<file path="src/rtl/apu_mixer_pkg.sv">
// Shared types and widths for the APU output mixer.
// APU_MIXER_VIN_EN adds the cartridge VIN source as a fifth accumulate slot.
package apu_mixer_pkg;

  typedef enum logic [1:0] {IDLE, ACC, SCALE} state_e;

`ifdef APU_MIXER_VIN_EN
  localparam int NCH = 5;
`else
  localparam int NCH = 4;
`endif
  localparam int ACC_W = 7;
  localparam int OUT_W = 10;
  localparam int VOL_W = 3;
  localparam int SMP_W = 4;
  localparam int IDX_W = $clog2(NCH);
  localparam logic [IDX_W-1:0] LAST_IDX = IDX_W'(NCH - 1);

  // Everything a frame reads after its start edge comes from this copy.
  typedef struct packed {
    logic [NCH-1:0][SMP_W-1:0] smp;
    logic [NCH-1:0]            en;
    logic [NCH-1:0]            lm;
    logic [NCH-1:0]            rm;
    logic [VOL_W-1:0]          lvol;
    logic [VOL_W-1:0]          rvol;
  } snap_t;

  // Volume code 0..7 means gain 1..8; 75*8 still fits OUT_W.
  function automatic logic [OUT_W-1:0] scale(input logic [ACC_W-1:0] acc,
                                             input logic [VOL_W-1:0] vol);
    return OUT_W'(acc) * (OUT_W'(vol) + OUT_W'(1));
  endfunction

endpackage

</file>
<file path="src/rtl/apu_sample_div.sv">
// Divides the 1 MHz tick down to the output frame rate; frame_start pulses on wrap.
// Held at zero while the APU is off.
module apu_sample_div #(
  parameter int SAMPLE_DIV = 4
) (
  input  logic apuv_4mhz,
  input  logic napu_reset,
  input  logic tick_1mhz,
  input  logic apu_on,
  output logic frame_start
);

  localparam int CW = $clog2(SAMPLE_DIV);
  localparam logic [CW-1:0] LAST = CW'(SAMPLE_DIV - 1);

  logic [CW-1:0] cnt;
  logic          wrap;

  assign wrap        = tick_1mhz && (cnt == LAST);
  assign frame_start = apu_on && wrap;

  always_ff @(posedge apuv_4mhz or negedge napu_reset) begin
    if (!napu_reset)     cnt <= '0;
    else if (!apu_on)    cnt <= '0;
    else if (tick_1mhz)  cnt <= wrap ? '0 : cnt + CW'(1);
  end

endmodule

</file>
<file path="src/rtl/apu_mixer.sv">
// APU left/right mixer: snapshots sources at frame start, accumulates one channel per
// clock, then applies NR50 volume. APU_MIXER_VIN_EN adds the VIN input and one extra step.
module apu_mixer
  import apu_mixer_pkg::*;
#(
  parameter int SAMPLE_DIV = 4
) (
  input  logic             apuv_4mhz,
  input  logic             napu_reset,
  input  logic             tick_1mhz,
  input  logic             apu_on,
  input  logic [SMP_W-1:0] ch1,
  input  logic [SMP_W-1:0] ch2,
  input  logic [SMP_W-1:0] ch3,
  input  logic [SMP_W-1:0] ch4,
  input  logic [3:0]       dac_en,
  input  logic [3:0]       lmixer,
  input  logic [3:0]       rmixer,
  input  logic [VOL_W-1:0] lvol,
  input  logic [VOL_W-1:0] rvol,
`ifdef APU_MIXER_VIN_EN
  input  logic [SMP_W-1:0] vin,
  input  logic             vin_l_en,
  input  logic             vin_r_en,
`endif
  output logic [OUT_W-1:0] lout,
  output logic [OUT_W-1:0] rout,
  output logic             out_valid,
  output logic             busy,
  output logic             overrun
);

  state_e                    state, state_nxt;
  snap_t                     snap, snap_in;
  logic                      frame_start, pend, start, ovr_set;
  logic [IDX_W-1:0]          idx;
  logic [ACC_W-1:0]          lacc, racc;
  logic [NCH-1:0][SMP_W-1:0] gated;
  logic [SMP_W-1:0]          cur;

  apu_sample_div #(.SAMPLE_DIV(SAMPLE_DIV)) u_div (
    .apuv_4mhz   (apuv_4mhz),
    .napu_reset  (napu_reset),
    .tick_1mhz   (tick_1mhz),
    .apu_on      (apu_on),
    .frame_start (frame_start)
  );

  always_comb begin
    snap_in          = '0;
    snap_in.smp[3:0] = {ch4, ch3, ch2, ch1};
    snap_in.en[3:0]  = dac_en;
    snap_in.lm[3:0]  = lmixer;
    snap_in.rm[3:0]  = rmixer;
    snap_in.lvol     = lvol;
    snap_in.rvol     = rvol;
`ifdef APU_MIXER_VIN_EN
    snap_in.smp[4]   = vin;
    snap_in.en[4]    = 1'b1;
    snap_in.lm[4]    = vin_l_en;
    snap_in.rm[4]    = vin_r_en;
`endif
  end

  // A disabled DAC contributes silence regardless of its sample value.
  for (genvar i = 0; i < NCH; i++) begin : g_gate
    assign gated[i] = snap.en[i] ? snap.smp[i] : '0;
  end
  assign cur = gated[idx];

  // A wrap that lands on the SCALE edge is held one cycle; it survives only if tick stays high.
  assign start   = apu_on && (state == IDLE) && (frame_start || (pend && tick_1mhz));
  assign ovr_set = apu_on && ((frame_start && (state == ACC)) ||
                              ((state == IDLE) && pend && !tick_1mhz));
  assign busy    = (state != IDLE);

  always_ff @(posedge apuv_4mhz or negedge napu_reset) begin
    if (!napu_reset) state <= IDLE;
    else             state <= state_nxt;
  end

  always_comb begin
    state_nxt = state;
    if (!apu_on) begin
      state_nxt = IDLE;
    end else begin
      case (state)
        IDLE:    if (start) state_nxt = ACC;
        ACC:     if (idx == LAST_IDX) state_nxt = SCALE;
        SCALE:   state_nxt = IDLE;
        default: state_nxt = IDLE;
      endcase
    end
  end

  always_ff @(posedge apuv_4mhz or negedge napu_reset) begin
    if (!napu_reset) begin
      snap      <= '0;
      lacc      <= '0;
      racc      <= '0;
      idx       <= '0;
      lout      <= '0;
      rout      <= '0;
      out_valid <= 1'b0;
      overrun   <= 1'b0;
      pend      <= 1'b0;
    end else begin
      out_valid <= 1'b0;
      pend      <= 1'b0;
      if (!apu_on) begin
        lout <= '0;
        rout <= '0;
        idx  <= '0;
      end else begin
        pend <= frame_start && (state == SCALE);
        if (ovr_set) overrun <= 1'b1;
        case (state)
          IDLE: begin
            if (start) begin
              snap <= snap_in;
              lacc <= '0;
              racc <= '0;
              idx  <= '0;
            end
          end
          ACC: begin
            if (snap.lm[idx]) lacc <= lacc + ACC_W'(cur);
            if (snap.rm[idx]) racc <= racc + ACC_W'(cur);
            idx <= idx + IDX_W'(1);
          end
          SCALE: begin
            lout      <= scale(lacc, snap.lvol);
            rout      <= scale(racc, snap.rvol);
            out_valid <= 1'b1;
          end
          default: ;
        endcase
      end
    end
  end

endmodule

</file>
<file path="config.mk">
export PLATFORM = sky130hd
export DESIGN_NAME = apu_mixer
export DESIGN_NICKNAME = d
export VERILOG_FILES = /design/src/rtl/apu_mixer_pkg.sv /design/src/rtl/apu_sample_div.sv /design/src/rtl/apu_mixer.sv
export SDC_FILE = /design/constraint.sdc
export NUM_CORES = 1
export LEC_CHECK = 0
export CORE_MARGIN = 2
export CORE_UTILIZATION = 51
export DETAILED_ROUTE_END_ITERATION = 7
export PLACE_DENSITY = 0.77
export SLEW_MARGIN = 25
export SYNTH_ARGS = -nofsm -noshare
export SYNTH_HDL_FRONTEND = slang
export SYNTH_SLANG_ARGS = --single-unit
</file>
<file path="constraint.sdc">
create_clock -name apuv_4mhz -period 3.3 [get_ports apuv_4mhz]
set_clock_uncertainty 0.2 [all_clocks]
set_input_delay 0.66 -clock apuv_4mhz [delete_from_list [all_inputs] [get_ports apuv_4mhz]]
set_output_delay 0.66 -clock apuv_4mhz [all_outputs]
set_load 0.05 [all_outputs]
</file>
==> impl_metrics.py, run 1 <==
metrics = {
    "outcome": {
        "outcome": "complete, but fails checks",
        "violations": "negative setup slack",
    },
    "pwr": {
        "p_comb_frac": 0.189,
        "seqPwrFrac": 0.448,
        "total_leakage_power_nw": 3.196,
        "clkPwrFrac": 0.362,
        "p_int_mw": 1.743,
        "p_sw_uw": 661.2,
        "vdd_drop_max_v": 0.0002355,
        "p_sw_frac": 0.2750,
        "powerDensity_nw_per_um2": 371.2,
    },
    "min_path": {
        "hp-class": "input port to asynchronous set/reset pin",
    },
    "global_route": {
        "overflow": 0,
        "track_usage": 0.2297,
        "grt_max_degree": 78,
        "grt_pass1_wl_um": 19000,
        "antenna_found_initial": 0,
        "grt_pass1_vias": 4217,
    },
    "timing": {
        "fmax_ghz": 0.2874,
        "setup_viol": 7,
        "rsz0062_at_grt": "yes",
        "final.setup.tns_ps": -865.4,
        "hold_viol": 0,
        "relSlewSlack": 0.4900,
        "fin_ws_ps": -179.5,
        "drv_slew": 0,
        "max_slew.worst_pin.slew_ps": 764.9,
        "hold_slack_ps": 107.0,
        "finalCritPeriodShare": 1.054,
        "fin_crit_ps": 3479,
    },
    "clocking": {
        "cts_tree": "built",
        "clock_sinks": 77,
        "clockBufferDepth": 2,
        "clk_pin_slew_ps": 90,
        "cts_max_level": 3,
        "cts_root_buf": "clkbuf_8",
        "ctsHoldBuffers": 0,
        "clock_latency_ps": 360,
        "cts-buffers-inserted": 9,
    },
    "synthesis": {
        "ys_seq_area_frac": 0.3836,
        "synth.avg_cell_area_sq_um": 9.461,
        "syn_area_sq_um": 5024,
        "synth-edff-count": 0,
        "yosys_most_used_dff": "dfrtp_1",
        "ys_ff_latch": 77,
        "syn_inst": 531,
        "synth_nets": 629,
        "ys_types": 44,
        "ys_async_sr_fraction": 1.000,
        "ys_warn_count": 0,
    },
    "placed_design": {
        "dp_slack_ps": -290.7,
        "io_buffers": 60,
        "place_congestion": 0.8747,
        "dp_hpwl_um": 8328,
    },
    "drt": {
        "viasPerCell": 5.368,
        "drc": 0,
        "drt_iter0_markers": 163,
        "firstDrtPassIters": 5,
        "finalWirelength_um": 11490,
        "ant_nets": 0,
        "dr_total_vias": 4080,
        "wire_per_inst_um": 15.12,
    },
    "setup_path": {
        "worstSetupStartpointType": "flip-flop",
        "worstSetupEndpointType": "flip-flop",
        "cp_max_fo": 6,
        "worstPathArrival_ps": 3540,
        "critical_path_class": "flip-flop to flip-flop",
        "required_ps": 3360,
    },
    "final_layout": {
        "final_cell_mix": "nand2_1 (128), dfrtp_1 (76), clkdlybuf4s50_1 (59)",
        "n_fill_cell": 752,
        "drive_gt1_frac": 0.1675,
        "fin_nets": 721,
        "antenna_cells": 0,
        "final-seq-area_sq_um": 1928,
        "syn_to_final_growth_pct": 28.94,
        "multi_input_area_sq_um": 3058,
        "layout_commonest_cell": "nand2_1",
    },
    "floorplan": {
        "core_area_sq_um": 9684,
        "initial_core_util": 0.5187,
        "ioPinCount": 61,
        "rows": 36,
        "die_h_um": 103.2,
        "die-area_sq_um": 10660,
        "dieWidth_um": 103.2,
    },
    "run": {
        "maxCapViolCount": 0,
    },
}
-- sequential cells by signal, indices dropped and copies added (netlist names) --
| signal | cells |
|---|---|
| u_div.cnt | 2 |
| lacc | 7 |
| state | 2 |
| lout | 10 |
| overrun | 1 |
| snap | 34 |
| rout | 10 |
| out_valid | 1 |
| racc | 7 |
| pend | 1 |
| idx | 2 |
-- critical path: stages, from the launching register on --
cell     delay [ps]
dfrtp_1         420
ha_4            190
xor2_4          250
nand2_1         110
fa_1            480
fa_1            540
inv_1            40
ha_1            330
a21oi_1         130
o21ai_1         100
o31ai_1         290
xnor2_1         110
a22o_1          180
-- timing repair --
item / CTS / global route
buffers inserted: 2 / 3
gates resized for setup: 10 / 17
endpoints found under the setup margin: 10 / 11
pin swaps: 6 / 11
-- Yosys cell counts (2+ instances only) --
master | instances | area, sq um
o31ai_1 | 4 | 30.03
xnor2_1 | 12 | 105.1
o21ai_0 | 27 | 135.1
dfrtp_1 | 77 | 1927
nor2_2 | 2 | 12.51
nand2b_1 | 3 | 18.77
a22o_1 | 18 | 157.7
ha_1 | 38 | 475.5
o21bai_1 | 2 | 15.01
fa_1 | 22 | 440.4
buf_2 | 5 | 25.02
a32o_1 | 2 | 20.02
a221oi_1 | 3 | 26.28
a211oi_1 | 8 | 60.06
a21boi_0 | 4 | 30.03
mux4_2 | 2 | 45.04
and3_1 | 6 | 37.54
a21o_1 | 8 | 60.06
nor2b_1 | 11 | 68.82
a32oi_1 | 4 | 35.03
o211ai_1 | 2 | 15.01
buf_6 | 2 | 22.52
nor4b_2 | 2 | 30.03
clkbuf_1 | 14 | 52.55
inv_1 | 43 | 161.4
xor2_1 | 11 | 96.34
a211oi_2 | 2 | 25.02
o21a_1 | 2 | 15.01
nor2_1 | 9 | 33.78
o41ai_1 | 6 | 52.55
nand3_1 | 5 | 25.02
a21oi_1 | 11 | 55.05
nand2_1 | 130 | 488.0
and2_1 | 24 | 150.1
-- final timing paths --
check / start / slack [ps] / to / depth (start not counted)
setup reg to reg: snap[3] / -180 / lout[9] / 12
hold / removal: napu_reset / 110 / rout[9] / 1
setup / recovery: snap[3] / -180 / lout[9] / 12
max in group asynchronous: napu_reset / 2280 / snap[2] / 1
hold reg to reg: snap[13] / 280 / snap[13] / 2
min in group apuv_4mhz: snap[13] / 280 / snap[13] / 2
-- per-stage QoR --
step	power (mW)	utilization	instance area, sq um	std cells
2_1_floorplan	1.313	-	5124	531
3_3_place_gp	1.478	0.6271	6073	741
3_5_place_dp	1.505	0.6275	6077	741
4_1_cts	2.402	0.6603	6395	758
5_1_grt	2.522	0.6689	6477	760
6_report	2.404	0.6689	6477	760
-- power groups by stage --
stage	Sequential, mW	Combinational, mW	Clock [mW]
6_report	1.08	0.455	0.871
3_3_place_gp	1.08	0.395	0
4_1_cts	1.08	0.443	0.882
2_1_floorplan	1.08	0.237	0
5_1_grt	1.09	0.512	0.924
3_5_place_dp	1.09	0.418	0
-- routing by layer --
metal,track usage,part of all wire,vias up
met5,0,0,-
met4,0.07186,0.015,0
met3,0.04032,0.041,13
met2,0.4001,0.52,103
met1,0.2931,0.43,1994
li1,-,-,1970
-- final cells by class --
cell class / instances / share of cell area
clock buffer: 9 / 0.01912
clock inverter: 6 / 0.01719
inverter: 44 / 0.02550
multi-input combinational: 389 / 0.4721
sequential: 77 / 0.2977
tap: 133 / 0.02569
timing repair buffer: 102 / 0.1427
-- kinds of logic after synthesis --
logic type | synth area share
simple gates | 0.1783
compound gates | 0.1519
flops | 0.3836
buf+inv | 0.05280
fa+ha+maj | 0.1823
xor+xnor | 0.04010
mux | 0.01096
Note: power is estimated with default switching activity, not from simulation.
==> run 2: changes to the inputs <==
--- a/config.mk
+++ b/config.mk
@@ -5,10 +5,11 @@
 export SDC_FILE = /design/constraint.sdc
 export NUM_CORES = 1
 export LEC_CHECK = 0
-export CORE_MARGIN = 2
-export CORE_UTILIZATION = 51
+export CORE_MARGIN = 4
+export CORE_UTILIZATION = 53
+export CTS_BUF_LIST = sky130_fd_sc_hd__clkbuf_2 sky130_fd_sc_hd__clkbuf_4 sky130_fd_sc_hd__clkbuf_8
 export DETAILED_ROUTE_END_ITERATION = 7
-export PLACE_DENSITY = 0.77
+export PLACE_DENSITY = 0.8
 export SLEW_MARGIN = 25
 export SYNTH_ARGS = -nofsm -noshare
 export SYNTH_HDL_FRONTEND = slang
==> run 2 against run 1 <==
  * The flow still finishes with violations (negative setup slack)
  * Cell area fell by 0.54%
  * Utilization rose by 2.8 points
  * Critical path depth did not move
  * Non-clock buffer count fell by 2
  * Clock-buffer cell count rose by 1
  * Die area rose by 4.1%
  * Highest routed layer unchanged
  * First-iteration DRC count rose by 68%
  * Global-route usage fell by 1.6 points
  * Via count rose by 0.86%
  * Cell count fell by 0.66%
  * Wire length rose by 0.57%
  * Maximum frequency barely moved
==> impl_metrics.py, run 2 (synthesis gave the netlist of run 1 again) <==
metrics = {
    "final_layout": {
        "largest_reg_flops": 34,
        "layout_commonest_cell": "nand2_1",
        "final-seq-area_sq_um": 1928,
        "drive_gt1_frac": 0.1757,
        "multi_input_area_sq_um": 3065,
        "layout.cells.non_filler": 755,
        "regMostFlops": "snap",
        "fin_nets": 719,
        "antenna_cells": 0,
        "syn_to_final_growth_pct": 28.24,
        "stdcell_area_sq_um": 6442,
        "fin_util": 0.6972,
        "top_regs": "snap: 34 flops, lout: 10 flops, rout: 10 flops",
        "final_cell_mix": "nand2_1 (129), dfrtp_1 (76), clkdlybuf4s50_1 (59)",
        "n_fill_cell": 694,
    },
    "clocking": {
        "clk_pin_slew_ps": 90,
        "cts_root_buf": "clkbuf_8",
        "cts_max_level": 3,
        "cts-buffers-inserted": 9,
        "ctsHoldBuffers": 0,
        "clock_latency_ps": 360,
        "clock_sinks": 77,
        "cts_tree": "built",
        "clockBufferDepth": 2,
    },
    "placed_design": {
        "dpl_cell_area_sq_um": 6051,
        "place_congestion": 0.8500,
        "dp_cells": 733,
        "io_buffers": 60,
        "dp_hpwl_um": 8249,
    },
    "setup_path": {
        "worstPathCellList": "ha_4, xor2_4, nand2_2, fa_1, inv_2, fa_2, fa_2, a21o_1, a211oi_2, o21bai_1, xor2_1, a22o_1",
        "cpMostUsedCell": "fa_2",
        "worstSetupEndpointType": "flip-flop",
        "worstSetupStartpointType": "flip-flop",
        "worstPathArrival_ps": 3530,
        "required_ps": 3360,
        "critical_path_class": "flip-flop to flip-flop",
        "cp_slowest_cell": "fa_1",
        "cpPeakStageDelay_ps": 500,
        "cp_max_fo": 6,
        "rr_worst_depth": 12,
        "rrSetupSlack_ps": -180,
    },
    "floorplan": {
        "core_area_sq_um": 9240,
        "ioPinCount": 61,
        "rows": 35,
        "initial_core_util": 0.5437,
        "dieWidth_um": 105.4,
        "die-area_sq_um": 11100,
        "die_h_um": 105.4,
    },
    "timing": {
        "finalCritPeriodShare": 1.054,
        "rsz0062_at_grt": "yes",
        "relSlewSlack": 0.5438,
        "hold_slack_ps": 92.26,
        "drv_slew": 0,
        "setup_viol": 8,
        "fmax_ghz": 0.2876,
        "final.setup.tns_ps": -1020,
        "max_slew.worst_pin.slew_ps": 684.3,
        "fin_crit_ps": 3477,
        "hold_viol": 0,
        "fin_ws_ps": -176.8,
    },
    "global_route": {
        "grt_max_degree": 78,
        "antenna_found_initial": 0,
        "track_usage": 0.2139,
        "grt_pass1_vias": 4251,
        "overflow": 0,
        "grt_pass1_wl_um": 19440,
    },
    "drt": {
        "viasPerCell": 5.450,
        "firstDrtPassIters": 4,
        "wire_per_inst_um": 15.31,
        "dr_total_vias": 4115,
        "drt_iter0_markers": 274,
        "finalWirelength_um": 11560,
        "ant_nets": 0,
        "drc": 0,
    },
    "pwr": {
        "seqPwrFrac": 0.471,
        "total_leakage_power_nw": 3.170,
        "p_sw_uw": 676.3,
        "p_sw_frac": 0.2958,
        "vdd_drop_max_v": 0.0002065,
        "clkPwrFrac": 0.329,
        "powerDensity_nw_per_um2": 354.9,
        "p_int_mw": 1.610,
        "p_comb_frac": 0.200,
    },
    "outcome": {
        "outcome": "complete, but fails checks",
        "violations": "negative setup slack",
    },
    "run": {
        "maxCapViolCount": 0,
    },
    "min_path": {
        "hp-class": "input port to asynchronous set/reset pin",
    },
}
## run 2: final timing paths
kind | startpoint | end
min in group apuv_4mhz | snap[6] | snap[6]
worst max register to register | snap[0] | rout[8]
max in group asynchronous | napu_reset | snap[5]
worst min-delay path | napu_reset | rout[8]
worst min register to register | snap[6] | snap[6]
worst max-delay path | snap[0] | rout[8]
## run 2: metrics by stage
| stage | total power [mW] | setup slack (ps) |
|---|---|---|
| floorplan | 1.313 | -57.24 |
| global placement | 1.480 | -114.2 |
| detailed placement | 1.500 | -274.4 |
| CTS | 2.277 | -184.5 |
| global route | 2.402 | -348.2 |
| finish | 2.286 | -176.8 |
## run 2: worst max-delay path, delay by kind of cell (launching register included)
family,cells,cell delay [ps]
flops,1,420
fa+ha+maj,4,1580
buf+inv,1,50
compound gates,4,670
simple gates,1,70
xor+xnor,2,370
## run 2: area by class of cell
class / count / area share
clock inverters: 6 / 0.01126
flip-flops and latches: 77 / 0.2993
multi-input cells: 389 / 0.4758
repair buffers: 100 / 0.1426
inverters: 44 / 0.02564
clock buffers: 10 / 0.02039
well taps: 129 / 0.02505
## run 2: power by group through the flow
stage          sequential (mW)  combinational, mW  clock [mW]
2_1_floorplan             1.08              0.237           0
3_3_place_gp              1.08              0.397           0
3_5_place_dp              1.09              0.412           0
4_1_cts                   1.08              0.442       0.759
5_1_grt                   1.09              0.516       0.799
6_report                  1.08              0.457       0.752
## run 2: timing repair
action / in CTS / in global routing
setup buffers: 2 / 4
pin swaps: 10 / 7
endpoints found under the setup margin: 10 / 12
resized for setup: 15 / 15
hold endpoints to repair: 0 / 0
## run 2: layer usage
metal,track usage,share of wire,vias to the layer above
met4,0.07498,0.017,0
met3,0.03184,0.050,20
li1,-,-,1973
met1,0.2670,0.42,2000
met2,0.3770,0.51,122
met5,0,0,-
